## src/rtl/friscv_cdc_handshake_tx.sv

```systemverilog
// Source end of a 4-phase req/ack CDC; req rises 1 cycle after accept, falls SYNC_DEPTH+1 after ack.
// in_ready is low while a handshake is in flight or a stale synchronised ack is still high.
module friscv_cdc_handshake_tx #(
  parameter int DATA_W     = 32,
  parameter int SYNC_DEPTH = 2,
  parameter int CNT_W      = 16
) (
  input  logic              aclk,
  input  logic              srst,
  input  logic              in_valid,
  output logic              in_ready,
  input  logic [DATA_W-1:0] in_data,
  output logic              cdc_req,
  output logic [DATA_W-1:0] cdc_data,
  input  logic              cdc_ack,
  output logic              busy,
  output logic [CNT_W-1:0]  xfer_cnt
);

  localparam int SD = (SYNC_DEPTH < 2) ? 2 : SYNC_DEPTH;

  typedef enum logic [1:0] {
    IDLE    = 2'd0,
    REQ     = 2'd1,
    ACK_LOW = 2'd2
  } state_t;

  state_t              r_state;
  state_t              w_state_nxt;
  logic [SD-1:0]       r_ack_sync;
  logic                w_ack_s;
  logic                w_accept;
  logic                w_done;
  logic                r_req;
  logic [DATA_W-1:0]   r_data;
  logic [CNT_W-1:0]    r_cnt;

  always_ff @(posedge aclk) begin
    if (srst) begin
      r_ack_sync <= '0;
    end else begin
      r_ack_sync <= {r_ack_sync[SD-2:0], cdc_ack};
    end
  end

  assign w_ack_s  = r_ack_sync[SD-1];
  assign in_ready = (r_state == IDLE) & ~w_ack_s & ~srst;

  always_comb begin
    w_state_nxt = r_state;
    w_accept    = 1'b0;
    w_done      = 1'b0;
    case (r_state)
      IDLE: begin
        if (in_valid && in_ready) begin
          w_accept    = 1'b1;
          w_state_nxt = REQ;
        end
      end
      REQ: begin
        if (w_ack_s) begin
          w_state_nxt = ACK_LOW;
        end
      end
      ACK_LOW: begin
        if (!w_ack_s) begin
          w_done      = 1'b1;
          w_state_nxt = IDLE;
        end
      end
      default: begin
        w_state_nxt = IDLE;
      end
    endcase
  end

  // req is a plain flop output so the destination never sees a combinational glitch
  always_ff @(posedge aclk) begin
    if (srst) begin
      r_state <= IDLE;
      r_req   <= 1'b0;
      r_data  <= '0;
      r_cnt   <= '0;
    end else begin
      r_state <= w_state_nxt;
      r_req   <= (w_state_nxt == REQ);
      if (w_accept) begin
        r_data <= in_data;
      end
      if (w_done) begin
        r_cnt <= r_cnt + CNT_W'(1);
      end
    end
  end

  assign cdc_req  = r_req;
  assign cdc_data = r_data;
  assign busy     = (r_state != IDLE);
  assign xfer_cnt = r_cnt;

endmodule

```

## config.mk

```make
export PLATFORM = sky130hd
export DESIGN_NAME = friscv_cdc_handshake_tx
export DESIGN_NICKNAME = d
export VERILOG_FILES = /design/src/rtl/friscv_cdc_handshake_tx.sv
export SDC_FILE = /design/constraint.sdc
export NUM_CORES = 1
export LEC_CHECK = 0
export ABC_AREA = 1
export CORE_MARGIN = 5
export CORE_UTILIZATION = 36
export DETAILED_ROUTE_END_ITERATION = 16
export MAX_ROUTING_LAYER = met4
export PLACE_DENSITY = 0.69
export SETUP_SLACK_MARGIN = 0.15
export SYNTH_ARGS = -nofsm -noshare
export SYNTH_HDL_FRONTEND = slang
export SYNTH_SLANG_ARGS = --single-unit
export TNS_END_PERCENT = 50
```

## constraint.sdc

```tcl
create_clock -name aclk -period 1.71 [get_ports aclk]
set_input_delay 0.2565 -clock aclk [delete_from_list [all_inputs] [get_ports aclk]]
set_output_delay 0.2565 -clock aclk [all_outputs]
set_load 0.01 [all_outputs]
```

* After elaboration in Yosys (flattened, before gate mapping)
Index checks and enable logic that the tools add are counted.
W data, S select, Z words.
** Word-level totals
- Register bits :: 53
- Bits in latches :: 0
- Memory bits (writable) :: 0
- Bits in read-only memories :: 0
- Input bits :: 36
- Output and inout port bits :: 51
- Word-level logic and storage cells :: 24
- Memories :: 0
** Cells by class
- Add/subtract/negate cells :: 1
- $mul :: 0
- Div/mod/pow operators :: 0
- $lt $le $gt $ge :: 0
- Eq/ne operators :: 3
- Shifts and indexed selects :: 0
- Muxes and demuxes :: 8
- Bitwise operators :: 4
- Reductions and logical operators :: 3
** Operators with widths (number)
- $add A16 B1 Y16 const B :: 1
- $mux W2 :: 3
- $pmux W2 S3 :: 1
- $eq A2 B1 Y1 const B :: 2
- $mux W1 :: 4
- $and A1 B1 Y1 :: 2
- $eq A2 B2 Y1 const B :: 1
- $logic_not A2 Y1 :: 1
- $not A1 Y1 :: 2
- $reduce_bool A2 Y1 :: 1
- $logic_and A1 B1 Y1 :: 1

* Depth between registers and ports, before layout
- Word-level depth :: 7
- Mapped depth :: 8
- Mapped depth without buffers :: 8

* Least setup slack after synthesis
No wires, ideal clock.
- Kind :: reg-to-reg
- From :: register r_cnt[0], in the netlist xfer_cnt[0]
- To :: register r_cnt[12], in the netlist xfer_cnt[12]
- Setup time :: 0.116 ns
- Arrival :: 1.238 ns
- Required time :: 1.594 ns
- Setup slack :: 0.356 ns
- Cell stages (with the launch flop) :: 7
- Path buffers :: 0
- Period minus slack after synthesis :: 1.354 ns
- Cells stage by stage :: dfxtp_1 -> ha_1 -> nand2_1 -> nor3_1 -> nand3_1 -> o21ai_0 -> nor2_1
** Between the ends
- Cells in the longest elaborated chain, start to end :: 1
** RTL lines
- from (decl) :: line 36 : logic [CNT_W-1:0] r_cnt;
- from (signal assigned) :: line 91 : r_cnt <= r_cnt + CNT_W'(1);
- $add A16 B1 Y16 :: line 91
No other way between the ends.
A chain may end at the register's enable or synchronous reset.

* Final worst setup path
- From :: register r_cnt[5], in the netlist xfer_cnt[5]
- To :: output port xfer_cnt[5]
** RTL lines
- to (decl) :: line 17 : output logic [CNT_W-1:0] xfer_cnt
No word-level cell between the ends.

==> impl_metrics.json <==
{
  "ys_seq_area_frac": 0.490,
  "worst_ep_required_time_ns": 1.45,
  "setup_viol": 0,
  "syn_area_per_cell_um2": 7.64,
  "wl_per_cell_um": 12.8,
  "track_usage": 0.156,
  "postCtsHoldBufs": 0,
  "fin_skew_ns": 0.00858,
  "drt-initial-drc-count": 108,
  "critPathMaxStageDelay_ns": 0.57,
  "clk_pin_slew_ns": 0.10,
  "hp-class": "reg -> reg",
  "status": "complete, no violations",
  "gp_congestion": 0.795,
  "floorplan.initialDensity": 0.368,
  "hold_viol": 0,
  "post-route-util": 0.537,
  "setup.worst_path.start_class": "flip-flop",
  "drcViolationCount": 0,
  "die_area_mm2": 0.00766,
  "worst_pin_slew_ns": 0.490,
  "r2r-end": "xfer_cnt[11]",
  "hold_end": "r_ack_sync[1]",
  "max_freq_ghz": 0.642,
  "final_cell_mix": "clkdlybuf4s50_1 (82), nand2_1 (61), dfxtp_1 (48)",
  "relSlewSlack": 0.673,
  "syn_to_final_growth_pct": 46.2,
  "vias": 2110,
  "arrival_ns": 1.30,
  "drv_slew": 0,
  "final_net_count": 402,
  "reg2regPathDepth": 6,
  "maxCapViolCount": 0,
  "yosysUniqueCellTypes": 24,
  "drive_gt1_frac": 0.0738,
  "netlist.area_leader.share": 0.490,
  "cts.sinks": 53,
  "path_max_fanout": 5,
  "synth-main-ff-cell": "dfxtp_1",
  "antenna_found_initial": 0,
  "grt_pass1_wl_mm": 9.28,
  "reg2reg_slack_ns": 0.27,
  "nFillCells": 581,
  "finalSetupTns_ns": 0,
  "cp_top_family": "buffers and inverters",
  "ios": 87,
  "routed_via_density": 4.78,
  "layout_commonest_cell": "clkdlybuf4s50_1",
  "cts_max_path_buffers": 2,
  "grt_start_max_net_pins": 48,
  "drtAntennaViolNets": 0,
  "pwr_density_cell_mw_per_mm2": 745,
  "htreeDepth": 2,
  "yosysWarningCount": 0,
  "design.core.area_mm2": 0.00589,
  "timing.critical_path.cells": "clkdlybuf4s50_1",
  "cts_root_buf": "clkbuf_8",
  "cp-end-kind": "primary output",
  "grt_pass1_vias": 2067,
  "async_reset_ff_frac": 0,
  "total_power_mw": 2.36,
  "synth_area_mm2": 0.00216,
  "cts_tree": "done",
  "grt-ovfl-total": 0,
  "reg2reg_from": "r_ack_sync[1]",
  "synth_area_leader_cell": "dfxtp_1",
  "min_period_over_period": 0.911,
  "crit_type": "reg -> out",
  "yosys-top-cells-area": "dfxtp_1 (49%), nand2_1 (11%), nand3_1 (9.3%), a21oi_1 (8.8%), nor2_1 (5.2%)",
  "wl_mm": 5.63,
  "critPathBufInv": 1,
  "io_buffers": 86,
  "die_w_um": 87.5,
  "cts_buffers": 5,
  "holdCritStartpoint": "r_ack_sync[0]",
  "core.rowCount": 28,
  "post_cts_buffers": 0,
  "rsz0062_at_grt": "yes",
  "synth_edf_count": 0,
  "dr.pass1.iters": 4,
  "clk_latency_ns": 0.31,
  "whs_path_depth": 2,
  "p_leak_nw": 1.16,
  "num_antenna_cells": 0,
  "fp.dieH_um": 87.5,
  "peakVddDrop_uv": 372,
  "dp_hpwl_mm": 4.09,
  "syn_nets": 320,
  "synth_seq_cells": 53,
  "min_period_ns": 1.56,
  "crit_slowest_cell": "clkdlybuf4s50_1",
  "synthCells": 283
}
## registers in the layout, indices dropped and copies added, names as in the netlist
name and cells:
cdc_data 32, xfer_cnt 16, r_ack_sync 2, r_state 2, cdc_req 1
## cell usage after synthesis, types with 3 or more instances
master / number
xor2_1: 3
nor3_1: 5
nor2_1: 30
buf_6: 6
nand2_1: 61
a21oi_1: 38
clkbuf_1: 6
inv_1: 20
dfxtp_1: 53
nand4_1: 3
nand3_1: 40
o21ai_0: 4
## cell type report
type	count	area, µm²	share of cell area
Tap cell	75	93.8	0.0297
Clock buffer	5	68.8	0.0218
Clock inverter	3	17.5	0.00554
Inverter	21	78.8	0.0249
Timing Repair Buffer	90	895	0.283
Multi-Input combinational cell	194	941	0.298
Sequential cell	53	1070	0.338
## where the power goes
part | switching [mW] | total, mW | internal [mW]
combinational | 0.167 | 0.356 | 0.189
clock | 0.414 | 0.697 | 0.284
sequential | 0.0245 | 1.30 | 1.28
## stage by stage
step	hold WS, ns	instance area, µm²	setup WS (ns)	std cells
final	0.417	3160	0.152	441
after global routing	0.435	3160	0.0568	441
after CTS	0.427	3130	0.134	441
after detailed placement	0.411	3040	0.0271	433
after global placement	0.415	3040	0.106	433
after floorplan	0.363	2160	0.356	283
## what timing repair did
| item | CTS | global route |
|---|---|---|
| gates resized for setup | 5 | 13 |
| setup endpoints to repair | 38 | 52 |
| gates cloned | 0 | 0 |
## routing by layer
metal  track usage  share of wire  vias to the layer above  wire, µm
met1         0.184           0.41                      951      2320
met4        0.0502          0.016                        0        91
li1              -              -                     1084         -
met3        0.0388          0.069                       10       386
met5             -              0                        -         0
met2         0.260           0.50                       65      2830
## cells by family (layout without fill, tap and decap cells)
kind of cell | after synthesis | count (layout) | synth area share
and+or+nand+nor | 144 | 144 | 0.294
DFF | 53 | 53 | 0.490
AOI/OAI and AO/OA | 46 | 46 | 0.111
buffers and inverters | 36 | 119 | 0.0862
xor gates and xnor gates | 3 | 3 | 0.0121
adders and majority gates | 1 | 1 | 0.00578
## worst max path at each step
stage,from,end,depth (start not counted)
floorplan,xfer_cnt[0],xfer_cnt[12],6
CTS,xfer_cnt[6],xfer_cnt[6],1
finish,xfer_cnt[5],xfer_cnt[5],1
global route,r_ack_sync[1],xfer_cnt[11],6
global placement,r_state[1],cdc_data[19],7
detailed placement,r_state[1],cdc_data[27],7
Note: power is estimated with default switching activity, not from simulation.
